--- src/rtl/memaccess_hs_unit.sv ---
// -----------------------------------------------------------------------------
// memaccess_hs_unit
//
// Handshaked memory-access stage. It takes one request at a time and performs
// a direct read, direct write, indirect read (LDI) or indirect write (STI)
// against a variable-latency data memory. An optional per-phase timeout
// aborts a memory phase that never gets acknowledged.
//
// Handshake semantics (all three interfaces):
//   - req port : a request transfers on a rising edge where req_valid and
//                req_ready are both 1. req_ready is 1 only in IDLE.
//   - dmem port: dmem_req is held with stable dmem_rd/dmem_addr/dmem_din until
//                a rising edge where dmem_ack=1; dmem_ack is ignored whenever
//                dmem_req=0. dmem_dout is valid together with dmem_ack.
//   - rsp port : rsp_valid, mem_out and rsp_err are held stable until a rising
//                edge where rsp_ready=1; the response then retires.
//
// Ports:
//   clock, reset          rising-edge clock, asynchronous active-low reset
//   req_valid/req_ready   request handshake
//   req_mode              00 read, 01 write, 10 indirect read, 11 indirect write
//   req_addr, req_wdata   effective/pointer address and store data
//   dmem_req/dmem_ack     memory request strobe / completion
//   dmem_rd               1 = read, 0 = write
//   dmem_addr, dmem_din   memory address and write data
//   dmem_dout             memory read data
//   rsp_valid/rsp_ready   response handshake
//   mem_out               read result (unchanged by writes and timeouts)
//   rsp_err               response carries a timeout abort
//   dbg_state             current FSM state (IDLE=0 IND=1 PTR=2 ACC=3 RESP=4)
//
// Timeout (TIMEOUT>0): each IND/ACC phase may hold dmem_req for at most
// TIMEOUT cycles. An ack in the TIMEOUT-th request cycle still succeeds; with
// no ack by then the phase aborts into RESP with rsp_err=1. TIMEOUT must be
// smaller than 2**CNT_W.
// -----------------------------------------------------------------------------
module memaccess_hs_unit #(
  parameter int DATA_W  = 16,
  parameter int ADDR_W  = 16,
  parameter int TIMEOUT = 0,
  parameter int CNT_W   = 8
) (
  input  logic              clock,
  input  logic              reset,
  input  logic              req_valid,
  output logic              req_ready,
  input  logic [1:0]        req_mode,
  input  logic [ADDR_W-1:0] req_addr,
  input  logic [DATA_W-1:0] req_wdata,
  output logic              dmem_req,
  output logic              dmem_rd,
  output logic [ADDR_W-1:0] dmem_addr,
  output logic [DATA_W-1:0] dmem_din,
  input  logic              dmem_ack,
  input  logic [DATA_W-1:0] dmem_dout,
  output logic              rsp_valid,
  input  logic              rsp_ready,
  output logic [DATA_W-1:0] mem_out,
  output logic              rsp_err,
  output logic [2:0]        dbg_state
);

  typedef enum logic [2:0] {
    S_IDLE = 3'd0,
    S_IND  = 3'd1,
    S_PTR  = 3'd2,
    S_ACC  = 3'd3,
    S_RESP = 3'd4
  } state_e;

  localparam logic             TO_EN   = (TIMEOUT > 0);
  // Count value seen in the last permitted request cycle of a phase.
  localparam logic [CNT_W-1:0] TO_LAST = CNT_W'((TIMEOUT > 0) ? TIMEOUT - 1 : 0);

  state_e              state_q, state_d;
  logic                wr_q, wr_d;          // latched mode bit 0: store access
  logic [DATA_W-1:0]   wdata_q, wdata_d;
  logic [ADDR_W-1:0]   ptr_q, ptr_d;
  logic [CNT_W-1:0]    cnt_q, cnt_d;
  logic                dmem_req_q, dmem_req_d;
  logic                dmem_rd_q, dmem_rd_d;
  logic [ADDR_W-1:0]   dmem_addr_q, dmem_addr_d;
  logic [DATA_W-1:0]   dmem_din_q, dmem_din_d;
  logic                rsp_valid_q, rsp_valid_d;
  logic                rsp_err_q, rsp_err_d;
  logic [DATA_W-1:0]   mem_out_q, mem_out_d;

  logic [ADDR_W-1:0]   ptr_w;
  logic                timeout_hit;

  // Pointer is the read word zero-extended or truncated to the address width.
  if (ADDR_W <= DATA_W) begin : g_ptr_trunc
    assign ptr_w = dmem_dout[ADDR_W-1:0];
  end else begin : g_ptr_ext
    assign ptr_w = {{(ADDR_W-DATA_W){1'b0}}, dmem_dout};
  end

  // Ack in the last permitted cycle wins over the abort.
  assign timeout_hit = TO_EN && !dmem_ack && (cnt_q == TO_LAST);

  // ---------------------------------------------------------------------------
  // State register
  // ---------------------------------------------------------------------------
  always_ff @(posedge clock or negedge reset) begin
    if (!reset) begin
      state_q <= S_IDLE;
    end else begin
      state_q <= state_d;
    end
  end

  // ---------------------------------------------------------------------------
  // Next-state logic
  // ---------------------------------------------------------------------------
  always_comb begin
    state_d = state_q;
    case (state_q)
      S_IDLE: begin
        if (req_valid) begin
          state_d = req_mode[1] ? S_IND : S_ACC;
        end
      end
      S_IND: begin
        if (dmem_ack) begin
          state_d = S_PTR;
        end else if (timeout_hit) begin
          state_d = S_RESP;
        end
      end
      S_PTR: begin
        state_d = S_ACC;
      end
      S_ACC: begin
        if (dmem_ack || timeout_hit) begin
          state_d = S_RESP;
        end
      end
      S_RESP: begin
        if (rsp_ready) begin
          state_d = S_IDLE;
        end
      end
      default: begin
        state_d = S_IDLE;
      end
    endcase
  end

  // ---------------------------------------------------------------------------
  // Output / datapath next-state logic (all outputs except req_ready are
  // registered from these values)
  // ---------------------------------------------------------------------------
  always_comb begin
    wr_d        = wr_q;
    wdata_d     = wdata_q;
    ptr_d       = ptr_q;
    cnt_d       = cnt_q;
    dmem_req_d  = dmem_req_q;
    dmem_rd_d   = dmem_rd_q;
    dmem_addr_d = dmem_addr_q;
    dmem_din_d  = dmem_din_q;
    rsp_valid_d = rsp_valid_q;
    rsp_err_d   = rsp_err_q;
    mem_out_d   = mem_out_q;

    case (state_q)
      S_IDLE: begin
        if (req_valid) begin
          wr_d        = req_mode[0];
          wdata_d     = req_wdata;
          cnt_d       = '0;
          dmem_req_d  = 1'b1;
          dmem_addr_d = req_addr;
          rsp_err_d   = 1'b0;
          // Only a direct write starts with a store; indirect modes first
          // fetch the pointer.
          dmem_rd_d   = (req_mode != 2'b01);
          if (req_mode == 2'b01) begin
            dmem_din_d = req_wdata;
          end
        end
      end
      S_IND: begin
        if (dmem_ack) begin
          ptr_d      = ptr_w;
          dmem_req_d = 1'b0;
        end else if (timeout_hit) begin
          // Abort: the second phase is never issued.
          dmem_req_d  = 1'b0;
          rsp_valid_d = 1'b1;
          rsp_err_d   = 1'b1;
        end else if (TO_EN) begin
          cnt_d = cnt_q + CNT_W'(1);
        end
      end
      S_PTR: begin
        cnt_d       = '0;
        dmem_req_d  = 1'b1;
        dmem_addr_d = ptr_q;
        dmem_rd_d   = !wr_q;
        if (wr_q) begin
          dmem_din_d = wdata_q;
        end
      end
      S_ACC: begin
        if (dmem_ack) begin
          dmem_req_d  = 1'b0;
          rsp_valid_d = 1'b1;
          rsp_err_d   = 1'b0;
          if (dmem_rd_q) begin
            mem_out_d = dmem_dout;
          end
        end else if (timeout_hit) begin
          dmem_req_d  = 1'b0;
          rsp_valid_d = 1'b1;
          rsp_err_d   = 1'b1;
        end else if (TO_EN) begin
          cnt_d = cnt_q + CNT_W'(1);
        end
      end
      S_RESP: begin
        if (rsp_ready) begin
          rsp_valid_d = 1'b0;
        end
      end
      default: begin
        dmem_req_d  = 1'b0;
        rsp_valid_d = 1'b0;
      end
    endcase
  end

  // ---------------------------------------------------------------------------
  // Datapath / output registers
  // ---------------------------------------------------------------------------
  always_ff @(posedge clock or negedge reset) begin
    if (!reset) begin
      wr_q        <= 1'b0;
      wdata_q     <= '0;
      ptr_q       <= '0;
      cnt_q       <= '0;
      dmem_req_q  <= 1'b0;
      dmem_rd_q   <= 1'b0;
      dmem_addr_q <= '0;
      dmem_din_q  <= '0;
      rsp_valid_q <= 1'b0;
      rsp_err_q   <= 1'b0;
      mem_out_q   <= '0;
    end else begin
      wr_q        <= wr_d;
      wdata_q     <= wdata_d;
      ptr_q       <= ptr_d;
      cnt_q       <= cnt_d;
      dmem_req_q  <= dmem_req_d;
      dmem_rd_q   <= dmem_rd_d;
      dmem_addr_q <= dmem_addr_d;
      dmem_din_q  <= dmem_din_d;
      rsp_valid_q <= rsp_valid_d;
      rsp_err_q   <= rsp_err_d;
      mem_out_q   <= mem_out_d;
    end
  end

  assign req_ready = (state_q == S_IDLE);
  assign dmem_req  = dmem_req_q;
  assign dmem_rd   = dmem_rd_q;
  assign dmem_addr = dmem_addr_q;
  assign dmem_din  = dmem_din_q;
  assign rsp_valid = rsp_valid_q;
  assign rsp_err   = rsp_err_q;
  assign mem_out   = mem_out_q;
  assign dbg_state = state_q;

endmodule

--- config.mk ---
export PLATFORM = sky130hd
export DESIGN_NAME = memaccess_hs_unit
export DESIGN_NICKNAME = d
export VERILOG_FILES = /design/src/rtl/memaccess_hs_unit.sv
export SDC_FILE = /design/constraint.sdc
export NUM_CORES = 1
export LEC_CHECK = 0
export ABC_AREA = 1
export CAP_MARGIN = 20
export CORE_ASPECT_RATIO = 0.9
export CORE_MARGIN = 10
export CORE_UTILIZATION = 40
export CTS_BUF_LIST = sky130_fd_sc_hd__clkbuf_2 sky130_fd_sc_hd__clkbuf_4 sky130_fd_sc_hd__clkbuf_8
export DETAILED_ROUTE_END_ITERATION = 8
export PLACE_DENSITY = 0.68
export REMOVE_ABC_BUFFERS = 1
export SETUP_SLACK_MARGIN = 0.05
export SYNTH_ARGS = -nofsm -noshare
export SYNTH_HDL_FRONTEND = slang
export SYNTH_SLANG_ARGS = --single-unit
--- constraint.sdc ---
create_clock -name clock -period 1.7 [get_ports clock]
set_input_delay 0.255 -clock clock [delete_from_list [all_inputs] [get_ports clock]]
set_output_delay 0.255 -clock clock [all_outputs]
set_load 0.005 [all_outputs]
[Word level (Yosys, flattened, before mapping)]
Cells that the tools add are included.
Storage, ports and cells
  flip-flop bits (word level): 88
  input bits: 55
  output and inout bits: 56
  word-level logic and storage cells: 63
Operators by class
  equality and inequality tests: 13
  multiplexer cells: 22
  bitwise logic cells: 2
  reductions and logical operators: 15
Operators with widths (number)
  $mux W16: 4
  $pmux W16 S2: 2
  $pmux W3 S5: 1
  $mux W3: 4
  $reduce_and A3 Y1: 4
  $ne A2 B2 Y1 const B: 5
  $reduce_and A4 Y1: 2
  $eq A3 B2 Y1 const B: 2
  $mux W1: 6
  $ne A2 B1 Y1 const B: 3
  $reduce_and A2 Y1: 3
  $pmux W1 S2: 2
  $pmux W1 S4: 1
  $reduce_bool A2 Y1: 2
  $eq A3 B1 Y1 const B: 1
  $eq A3 B3 Y1 const B: 1
  $logic_not A3 Y1: 1
  $pmux W1 S3: 1
  $reduce_or A3 Y1: 1
  $eq A2 B1 Y1 const B: 1
  $mux W2: 1
  $not A1 Y1: 2
  $reduce_or A2 Y1: 1
  $logic_not A1 Y1: 1

[Depth between registers and ports, before layout]
Gate-level depths: netlist (run 1).
  word-level depth: 4
  gate-level depth with buffers: 8
  depth with buffers taken out: 7

[Worst setup path after synthesis (run 1)]
Ideal clock, no wire load.
  path type: register to register
  start point: register state_q[2] (netlist: dbg_state[2])
  end point: register dmem_din_q[10] (netlist: dmem_din[10])
  library setup time: 0.116 ns
  data arrival time: 1.265 ns
  required time: 1.584 ns
  setup slack: 0.319 ns
  stages on the path, launching flop included: 8
  period minus slack after synthesis: 1.381 ns
  cells stage by stage: dfrtp_1 nor2_4 nand3_4 nand2_2 nand3_4 buf_6 nand2_1 nand2_1
Between the ends
  word-level cells in the longest chain between the ends: 3
  elaborated cells between the ends (all ways): 8
  those cells by class: eq/ne: 4; mux: 1; reduce/logical: 3
Ends and longest elaborated chain
  start, declared: line 75  | state_e state_q, state_d;
  start signal, assigned: line 108  | state_q <= state_d;
  $eq A3 B2 Y1 / $logic_not A3 Y1 (equally long branches): line 166  | case (state_q)
  $ne A2 B2 Y1 (no line) (tied with other cells)
  $reduce_and A4 Y1 (no line)
  end signal, assigned: line 257  | dmem_din_q <= dmem_din_d;
  end, declared: line 83  | logic [DATA_W-1:0] dmem_din_q, dmem_din_d;
Several ways; a longest one is shown, not always the timed one.
A chain may end at the register's enable or synchronous reset.

[Worst setup path in the final report (run 1)]
  start point: register state_q[2] (netlist: dbg_state[2])
  end point: register dmem_din_q[15] (netlist: dmem_din[15])
Same word-level chain as after synthesis.

==> results of run 1 <==
==> routing by layer <==
| metal | vias up | track usage | share of wire |
|---|---|---|---|
| met1 | 1517 | 0.1863 | 0.42 |
| li1 | 1628 | - | - |
| met2 | 84 | 0.2536 | 0.49 |
| met4 | 0 | 0.02590 | 0.0067 |
| met3 | 8 | 0.06513 | 0.080 |
| met5 | - | 0 | 0 |
==> repair_timing <==
| action | CTS | global route |
|---|---|---|
| hold buffers | 1 | 0 |
| gates cloned | 0 | 1 |
| endpoints found under the hold margin | 34 | 0 |
| endpoints found under the setup margin | 3 | 20 |
| pin swaps | 0 | 1 |
| setup buffers | 4 | 1 |
| gates resized for setup | 5 | 5 |
==> flip-flops by register name, indices dropped and copies added (netlist names) <==
signal / cells
dmem_rd: 1
dmem_din: 16
wr_q: 1
dmem_addr: 16
ptr_q: 16
wdata_q: 16
dmem_req: 1
mem_out: 16
dbg_state: 3
rsp_valid: 1
==> Yosys cell counts (3+ instances only) <==
cell	number
sky130_fd_sc_hd__inv_2	4
sky130_fd_sc_hd__nand3_1	37
sky130_fd_sc_hd__buf_2	13
sky130_fd_sc_hd__nand2_1	165
sky130_fd_sc_hd__dfrtp_1	87
sky130_fd_sc_hd__inv_1	38
sky130_fd_sc_hd__nor2_1	3
sky130_fd_sc_hd__nand2_2	3
sky130_fd_sc_hd__o21ai_0	15
sky130_fd_sc_hd__buf_4	5
sky130_fd_sc_hd__o21ai_1	54
==> logic make-up (layout without fill, tap and decap cells) <==
kind of cell / count (synthesis) / count (layout) / share of synthesized area
flops: 87 / 87 / 0.5769
compound gates: 70 / 70 / 0.09483
simple gates: 218 / 219 / 0.2513
buf+inv: 63 / 188 / 0.07593
other cells: 1 / 1 / 0.0009937
==> power breakdown <==
part	switching [mW]	total, mW	internal [mW]
registers	0.529	3.56	3.03
clock network	0.734	1.49	0.758
logic	2.28	4.50	2.22
total	3.55	9.55	6.01
==> worst register-to-register path, delay by kind of cell, from the launching register on <==
family,cells,cell delay (ns)
buffers and inverters,3,0.44
DFF,1,0.44
and+or+nand+nor,6,0.57
==> worst paths after layout <==
| check | start | endpoint | slack [ns] | cells after the start |
|---|---|---|---|---|
| setup / recovery | dbg_state[2] | dmem_din[15] | 0.14 | 9 |
| hold / removal | reset | mem_out[2] | 0.41 | 2 |
| setup reg to reg | dbg_state[2] | dmem_din[15] | 0.14 | 9 |
| hold reg to reg | dmem_din[9] | dmem_din[9] | 0.48 | 2 |
| max in group asynchronous | reset | ptr_q[7] | 0.70 | 3 |
| min in group clock | req_wdata[7] | wdata_q[7] | 0.46 | 3 |
==> metrics by stage <==
step           cells  total power [mW]
2_1_floorplan    418             5.558
3_3_place_gp     665             7.769
3_5_place_dp     665             7.912
4_1_cts          685             9.511
5_1_grt          687             10.33
6_report         687             9.554
==> cell type report <==
cell class	count	area [um2]
timing repair buffer	131	1323
multi-input combinational	290	1340
clock inverter	4	53.80
clock buffer	11	151.4
sequential	87	2180
fill	826	3806
tap	122	152.6
inverter	42	160.2
==> results.txt, run 1 <==
----------------------------------------------------
[Cells and area]
  Most frequent standard cell in the layout excluding fill and tap cells ... sky130_fd_sc_hd__nand2_1
  Utilization after layout ... 0.5848
  Antenna Diode Count ... 0
  Final Net Count ... slightly above 600
  Top library cells by usage in the layout, fill and taps aside ... sky130_fd_sc_hd__nand2_1, sky130_fd_sc_hd__clkdlybuf4s50_1, sky130_fd_sc_hd__dfrtp_1, sky130_fd_sc_hd__o21ai_1, sky130_fd_sc_hd__inv_1
  Fraction of layout cells with a size suffix above 1 ... 0.1009
  Total non-filler cell area in the finished layout ... about 5400 um2
  Layout-stage area growth over the synthesis result ... 42.04%

[Clock tree]
  Root cell of the clock tree ... sky130_fd_sc_hd__clkbuf_8
  Clock net sink count ... 87
  Later-pin clock latency in the skew report ... ~0.35 ns
  TritonCTS clock tree ... yes
  Total CTS buffers ... 9
  Clock slew at the register clock pins of the worst setup and hold paths ... approximately 0.09 ns
  Max H-tree Level ... 3
  Deepest clock path buffer count ... 2

[Setup path]
  Required time of the critical path ... roughly 1.9 ns
  Count of buffering cells on the critical path with inverters included ... 3
  Crit-path cells ... buf_4 -> buf_4 -> nor2_4 -> nand3_4 -> nand2_2 -> nor2_4 -> buf_12 -> nand2_1 -> nand2_1
  Largest stage delay on the critical path ... between 0.4 and 0.5 ns
  CP arrival ... between 1.5 and 2 ns
  Setup crit start kind ... flop
  Crit path max-delay family ... simple AND/OR/NAND/NOR gates
  Worst setup EP type ... flop
  CP max stage cell ... sky130_fd_sc_hd__dfrtp_2
  Largest fanout on the critical path ... 16
  Setup CP Type ... flop to flop

[Synth]
  Portion of the post-synthesis area used by sequential elements ... 0.5769
  Post-synthesis cell count ... 439
  Number of synthesized flops with an enable pin ... 0
  Mean area per synthesized cell ... 8.596 um2
  Post-synthesis instance area ... 3774 um2
  Async set-or-reset flop fraction in the synthesized netlist ... 1.000
  Synthesis Warnings ... 0
  Synth area leader ... sky130_fd_sc_hd__dfrtp_1
  Number of distinct library cell variants in the gate-level netlist after synthesis ... 21
  Flip-flop and latch count after synthesis ... between 80 and 90
  Top-area cell type share of the netlist area ... 0.5769
  Dominant cells by area after synthesis ... sky130_fd_sc_hd__dfrtp_1, sky130_fd_sc_hd__nand2_1, sky130_fd_sc_hd__o21ai_1
  Most instantiated flip-flop cell in the synthesis netlist ... sky130_fd_sc_hd__dfrtp_1

[STA]
  Post-route setup TNS ... 0 ns
  Top achievable clock speed ... 642.9 MHz
  Slew headroom ... 0.6644
  Hold slack ... 0.4103 ns
  Final Cycle Share ... 0.9149
  Number of pins exceeding their max-slew limit in the final report ... 0
  Final period demand of the worst path ... around 1.6 ns
  Setup repair after global routing missed its margin ... false
  Count of endpoints failing setup in the final report ... 0
  Largest clock skew in the final design ... approximately 0.014 ns
  Measured slew at the worst slew-check pin ... ~0.50 ns
  Final number of hold-violating endpoints ... 0
  Final setup slack of the worst path ... 0.1446 ns

[Global routing]
  Pin count of the biggest net entering global routing ... 38
  Overall global routing resource usage ... 0.1540
  Global-route wire length before repair ... approximately 17 mm
  Via count of the first global-routing pass ... about 3300
  Total grt overflow ... 0
  Number of antenna violations at the first check in global routing ... 0

[Worst hold path]
  Classification of the worst-slack hold path ... primary input to asynchronous set/reset pin

[Detailed routing]
  1st-pass router iterations ... 4
  Remaining number of nets flagged by the antenna check after routing ... 0
  Number of violations reported at the end of detailed-routing iteration 0 ... ~240
  Drt drc ... 0
  Wire length after detailed routing ... slightly above 10 mm
  Vias per cell ... ~4.7
  Post-DR wirelength/cell ... around 15 um
  Total via count after detailed routing ... 3237

[Floorplanning]
  DIE AREA ... approximately 14000 um2
  Die width ... between 100 and 150 um
  Number of cell rows ... 33
  DIE HEIGHT ... 112.1 um
  Top-Level Pins ... roughly 110
  Floorplan Core Area ... approximately 9200 um2
  Initial Util ... 0.4117

[Pwr]
  Leakage component of the power ... 2.601 nW
  Worst IR Drop VDD ... about 0.75 mV
  Power density cells ... 1782 nW/um2

[Place]
  Final estimated routing congestion in global placement ... about 0.8
  Placed wire-length estimate after detailed placement ... between 7 and 8 mm
  Area after DPL ... ~5100 um2
  Port-buffer cells ... roughly 110
  Placement-stage worst setup slack ... between 0.09 and 0.1 ns

[Run]
  Count of max-cap constraint violations ... 0

[Run status]
  Outcome ... finished, final reports clean

----------------------------------------------------
Note: power is estimated with default switching activity, not from simulation.
==> run 2, diff against run 1 <==
--- a/config.mk
+++ b/config.mk
@@ -7,7 +7,7 @@
 export LEC_CHECK = 0
 export ABC_AREA = 1
 export CAP_MARGIN = 20
-export CORE_ASPECT_RATIO = 0.9
+export CORE_ASPECT_RATIO = 0.8
 export CORE_MARGIN = 10
 export CORE_UTILIZATION = 40
 export CTS_BUF_LIST = sky130_fd_sc_hd__clkbuf_2 sky130_fd_sc_hd__clkbuf_4 sky130_fd_sc_hd__clkbuf_8
==> run 2 against run 1 <==
Wire length up 2.2%; worst setup slack got worse by 0.015 ns; fmax shrank 0.96%; worst hold slack worse by 0.034 ns; sequential power barely moved; sequential cell count did not move; global-route usage increased by 0.18 points; critical path type unchanged.
==> results.txt, run 2 (synthesis results as in run 1) <==
----------------------------------------------------
[Detailed routing]
  1st-pass router iterations ... 4
  Vias per cell ... roughly 4.8
  Number of violations reported at the end of detailed-routing iteration 0 ... 282
  Remaining number of nets flagged by the antenna check after routing ... 0
  Post-DR wirelength/cell ... roughly 16 um
  Wire length after detailed routing ... around 11 mm
  Total via count after detailed routing ... approximately 3300
  Drt drc ... 0

[Place]
  Final estimated routing congestion in global placement ... about 0.81
  Placed cell count ... about 660
  Port-buffer cells ... about 110
  Placed wire-length estimate after detailed placement ... between 7 and 8 mm

[STA]
  Top achievable clock speed ... about 640 MHz
  Largest clock skew in the final design ... 0.01276 ns
  Number of pins exceeding their max-slew limit in the final report ... 0
  Post-route setup TNS ... 0 ns
  Setup repair after global routing missed its margin ... true
  Final period demand of the worst path ... about 1.6 ns
  Final Cycle Share ... 0.9238
  Final number of hold-violating endpoints ... 0
  Hold slack ... 0.3767 ns
  Count of endpoints failing setup in the final report ... 0

[Setup path]
  Worst setup EP type ... flop
  Setup crit start kind ... flop
  Largest fanout on the critical path ... 32
  CP arrival ... ~1.8 ns
  Setup CP Type ... flop to flop
  Required time of the critical path ... 1.93 ns

[Global routing]
  Via count of the first global-routing pass ... around 3600
  M1 GR Usage ... 0.1876
  Met3 capacity usage during global routing ... 0.05121
  Pin count of the biggest net entering global routing ... between 40 and 50
  Met2 Use GR ... 0.2636
  Top Usage Layer GRT ... met2
  Global-route wire length before repair ... about 18 mm
  Total grt overflow ... 0
  Overall global routing resource usage ... 0.1559
  Number of antenna violations at the first check in global routing ... 0

[Pwr]
  Internal power ... between 6 and 7 mW
  Switching part of the total ... 0.3670
  Power density cells ... between 1500 and 2000 nW/um2
  Switch Pwr ... ~3.5 mW
  Clock power frac ... 0.166
  Leakage component of the power ... 2.632 nW
  Pwr Total ... 9.574 mW
  Fraction of power consumed by combinational cells ... 0.464
  Part of the total power dissipated in sequential elements ... 0.370
  Worst IR Drop VDD ... around 1.1 mV

[Clock tree]
  Later-pin clock latency in the skew report ... 0.34 ns
  Deepest clock path buffer count ... 2
  Clock net sink count ... 87
  Total CTS buffers ... 9
  Max H-tree Level ... 3
  Root cell of the clock tree ... sky130_fd_sc_hd__clkbuf_8
  TritonCTS clock tree ... yes
  Clock slew at the register clock pins of the worst setup and hold paths ... about 0.090 ns

[Floorplanning]
  Initial Util ... 0.4140
  Floorplan Core Area ... 9115 um2
  Die width ... roughly 130 um
  DIE AREA ... around 14000 um2
  Top-Level Pins ... around 110
  Number of cell rows ... 31
  DIE HEIGHT ... ~110 um

[Cells and area]
  Most frequent standard cell in the layout excluding fill and tap cells ... sky130_fd_sc_hd__nand2_1
  Top library cells by usage in the layout, fill and taps aside ... sky130_fd_sc_hd__nand2_1, sky130_fd_sc_hd__clkdlybuf4s50_1, sky130_fd_sc_hd__dfrtp_1, sky130_fd_sc_hd__o21ai_1, sky130_fd_sc_hd__inv_1
  Non-Filler Instances ... between 600 and 700
  Fraction of layout cells with a size suffix above 1 ... 0.09912
  Final Net Count ... around 620
  Antenna Diode Count ... 0
  Layout-stage area growth over the synthesis result ... 41.68%

[Worst hold path]
  Classification of the worst-slack hold path ... primary input to asynchronous set/reset pin

[Run]
  Count of max-cap constraint violations ... 0

[Run status]
  Outcome ... finished, final reports clean

----------------------------------------------------
-- run 2: path summary, 6_finish.rpt --
kind,from,end,slack [ns],cells after the start
max,dbg_state[2],ptr_q[11],0.13,9
min,reset,dmem_din[3],0.38,2
max in group asynchronous,reset,dmem_addr[7],0.80,3
min in group clock,req_wdata[12],wdata_q[12],0.47,3
min reg2reg,dmem_din[9],dmem_din[9],0.49,2
max reg2reg,dbg_state[2],ptr_q[11],0.13,9
-- run 2: power by group through the flow --
stage                     logic (mW)  clock network, mW  registers (mW)
after floorplan                 1.98                  0            3.58
after global routing            4.98               1.73            3.66
final                           4.44               1.59            3.54
after CTS                       4.43               1.64            3.55
after detailed placement        4.31                  0            3.58
after global placement          4.19                  0            3.54
-- run 2: per-stage QoR --
| stage | setup WS, ns | instance area [um2] | util |
|---|---|---|---|
| floorplan | 0.008749 | 3645 | - |
| global placement | 0.1305 | 5032 | 0.5521 |
| detailed placement | 0.05587 | 5032 | 0.5521 |
| CTS | 0.01278 | 5301 | 0.5816 |
| global route | 0.007655 | 5346 | 0.5865 |
| finish | 0.1295 | 5346 | 0.5865 |
-- run 2: layout make-up --
type                       count  area [um2]
fill                         827        3769
sequential                    87        2177
timing repair buffer         131        1333
multi-input combinational    289        1313
inverter                      42       160.2
tap                          115       143.9
clock buffer                  11       138.9
clock inverter                 5       81.33
-- run 2: worst max-delay path, cell delays in order (launching register included) --
cell and delay, ns:
sky130_fd_sc_hd__dfrtp_1 0.41, sky130_fd_sc_hd__buf_4 0.15, sky130_fd_sc_hd__nor2_4 0.12, sky130_fd_sc_hd__buf_4 0.17
sky130_fd_sc_hd__inv_2 0.05, sky130_fd_sc_hd__nor2_2 0.12, sky130_fd_sc_hd__nand2_1 0.10, sky130_fd_sc_hd__buf_8 0.18
sky130_fd_sc_hd__nand2_1 0.08, sky130_fd_sc_hd__o21ai_1 0.06
-- run 2: routing by layer --
metal  up-vias  wire length [um]
met5         -                 0
met3         4               709
met2        77              5282
met4         0                88
li1       1625                 -
met1      1562              4520
-- run 2: what timing repair did --
item,4_1_cts,5_1_grt
hold endpoints to repair,27,0
buffers inserted,4,3
resized for setup,4,8
setup endpoints to repair,3,20
hold buffers,1,0
pin swaps,1,0
==> run 3, diff against run 2 <==
--- a/config.mk
+++ b/config.mk
@@ -12,7 +12,9 @@
 export CORE_UTILIZATION = 40
 export CTS_BUF_LIST = sky130_fd_sc_hd__clkbuf_2 sky130_fd_sc_hd__clkbuf_4 sky130_fd_sc_hd__clkbuf_8
 export DETAILED_ROUTE_END_ITERATION = 8
+export GPL_TIMING_DRIVEN = 1
 export PLACE_DENSITY = 0.68
+export RECOVER_POWER = 50
 export REMOVE_ABC_BUFFERS = 1
 export SETUP_SLACK_MARGIN = 0.05
 export SYNTH_ARGS = -nofsm -noshare
==> run 3 against run 2 <==
Final cell count did not move; clock power barely moved; wire length rose by 0.13%; utilization fell by 0.27 points; via count rose by 1.1%; sequential cell count did not move; worst hold slack improved by 0.091 ns; sequential share of layout area rose by 0.19 points; sequential power barely moved; critical path type is now flop to output port; critical endpoint is now req_ready; largest cell class unchanged.
==> results.txt, run 3 (synthesis results as in run 1) <==
----------------------------------------------------
[Cells and area]
  Fraction of layout cells with a size suffix above 1 ... 0.09558
  Most frequent standard cell in the layout excluding fill and tap cells ... sky130_fd_sc_hd__nand2_1
  Total area of multi-input combinational cells ... 1313 um2
  Sequential cell area ... 2177 um2
  Layout-stage area growth over the synthesis result ... 41.01%
  Final Net Count ... between 600 and 700
  Top library cells by usage in the layout, fill and taps aside ... sky130_fd_sc_hd__nand2_1, sky130_fd_sc_hd__clkdlybuf4s50_1, sky130_fd_sc_hd__dfrtp_1, sky130_fd_sc_hd__o21ai_1, sky130_fd_sc_hd__inv_1
  Non-Filler Instances ... 680
  Antenna Diode Count ... 0
  Fill cells ... approximately 830

[STA]
  Post-route setup TNS ... 0 ns
  Count of endpoints failing setup in the final report ... 0
  Final period demand of the worst path ... roughly 1.6 ns
  Hold slack ... roughly 0.47 ns
  Measured slew at the worst slew-check pin ... 0.7443 ns
  Number of pins exceeding their max-slew limit in the final report ... 0
  Top achievable clock speed ... approximately 640 MHz
  Final Cycle Share ... 0.9263
  Final number of hold-violating endpoints ... 0
  Largest clock skew in the final design ... between 0.01 and 0.015 ns
  Slew headroom ... 0.5038
  Setup repair after global routing missed its margin ... true

[Detailed routing]
  Wire length after detailed routing ... ~11 mm
  Post-DR wirelength/cell ... between 15 and 20 um
  Number of violations reported at the end of detailed-routing iteration 0 ... ~270
  Total via count after detailed routing ... around 3300
  Remaining number of nets flagged by the antenna check after routing ... 0
  Vias per cell ... 4.859
  Drt drc ... 0
  1st-pass router iterations ... 5

[Setup path]
  Worst setup EP type ... output port
  Required time of the critical path ... 1.44 ns
  Largest fanout on the critical path ... 2
  Setup crit start kind ... flop
  Setup CP Type ... flop to output port
  CP arrival ... 1.32 ns

[Pwr]
  Pwr Total ... approximately 9.5 mW
  Worst IR Drop VDD ... between 0.9 and 1 mV
  Power density cells ... 1792 nW/um2
  Leakage component of the power ... ~2.6 nW

[Global routing]
  Overall global routing resource usage ... 0.1559
  Via count of the first global-routing pass ... ~3600
  Pin count of the biggest net entering global routing ... 43
  Global-route wire length before repair ... ~18 mm
  Total grt overflow ... 0
  Number of antenna violations at the first check in global routing ... 0

[Clock tree]
  Clock slew at the register clock pins of the worst setup and hold paths ... about 0.090 ns
  Later-pin clock latency in the skew report ... between 0.3 and 0.4 ns
  TritonCTS clock tree ... yes
  Max H-tree Level ... 3
  Clock net sink count ... 87
  Root cell of the clock tree ... sky130_fd_sc_hd__clkbuf_8
  Total CTS buffers ... 9
  Deepest clock path buffer count ... 2

[Worst hold path]
  Classification of the worst-slack hold path ... primary input to flop

[Place]
  Final estimated routing congestion in global placement ... 0.8115
  Placed wire-length estimate after detailed placement ... between 7 and 8 mm
  Placed cell count ... between 600 and 700
  Port-buffer cells ... roughly 110

[Floorplanning]
  Die width ... 128.6 um
  Top-Level Pins ... between 100 and 150
  DIE AREA ... approximately 14000 um2
  Initial Util ... 0.4140
  DIE HEIGHT ... ~110 um
  Number of cell rows ... 31
  Floorplan Core Area ... 9115 um2

[Run status]
  Outcome ... finished, final reports clean

[Run]
  Count of max-cap constraint violations ... 0

----------------------------------------------------
==> run 3: changes by cell type in the layout (fill, tap and decap cells not counted), moves of 2 or more <==
cell,before,now
sky130_fd_sc_hd__o21ai_0,15,21
sky130_fd_sc_hd__o21ai_1,54,48
sky130_fd_sc_hd__buf_4,14,11
sky130_fd_sc_hd__clkbuf_4,2,4
sky130_fd_sc_hd__clkdlybuf4s50_1,104,102
sky130_fd_sc_hd__dlygate4sd3_1,1,3
==> run 3: stage by stage <==
stage               area, um2  worst slack, ns    util
floorplan                3645         0.008749       -
global placement         5032           0.1305  0.5521
detailed placement       5032          0.05587  0.5521
CTS                      5301          0.01278  0.5816
global route             5321         0.007655  0.5838
finish                   5321           0.1253  0.5838
==> run 3: where the power goes <==
part / total (mW) / internal, mW / switching (mW)
sequential: 3.54 / 3.03 / 0.511
clock: 1.60 / 0.865 / 0.733
combinational: 4.40 / 2.13 / 2.27
total: 9.53 / 6.02 / 3.51
==> run 3: what timing repair did <==
item | 4_1_cts | 5_1_grt
setup endpoints to repair | 3 | 20
resized for setup | 4 | 8
setup buffers | 4 | 3
pin swaps | 1 | 0
hold buffers | 1 | 0
hold endpoints to repair | 27 | 0
==> run 3: layer usage <==
| layer | part of all wire | routed length (um) | vias up | global-route usage |
|---|---|---|---|---|
| li1 | - | - | 1627 | - |
| met4 | 0.0083 | 88 | 0 | 0.03889 |
| met5 | 0 | 0 | - | 0 |
| met3 | 0.065 | 687 | 4 | 0.05121 |
| met1 | 0.43 | 4561 | 1583 | 0.1876 |
| met2 | 0.50 | 5278 | 90 | 0.2636 |
==> run 3: worst max-delay path, stage by stage, from the launching register on <==
cell and delay (ns):
sky130_fd_sc_hd__dfrtp_1 0.41, sky130_fd_sc_hd__buf_4 0.15, sky130_fd_sc_hd__nor2_4 0.12, sky130_fd_sc_hd__nand2_1 0.06, sky130_fd_sc_hd__inv_1 0.04, sky130_fd_sc_hd__clkdlybuf4s15_1 0.20
==> run 3: cell type report <==
| class | count | share of cell area |
|---|---|---|
| sequential | 87 | 0.4091 |
| timing repair buffer | 131 | 0.2457 |
| tap | 115 | 0.02704 |
| inverter | 42 | 0.03010 |
| clock inverter | 5 | 0.01528 |
| clock buffer | 11 | 0.02610 |
| multi-input combinational | 289 | 0.2466 |
==> run 3: worst paths after layout <==
check	from	endpoint	slack, ns	depth (start not counted)
worst max register to register	dbg_state[2]	ptr_q[11]	0.13	9
worst min-delay path	dmem_dout[10]	ptr_q[10]	0.47	3
worst min register to register	dmem_din[9]	dmem_din[9]	0.48	2
worst max-delay path	dbg_state[2]	req_ready	0.13	5
min in group asynchronous	reset	dmem_din[4]	0.50	2
max in group asynchronous	reset	dmem_din[9]	0.28	3
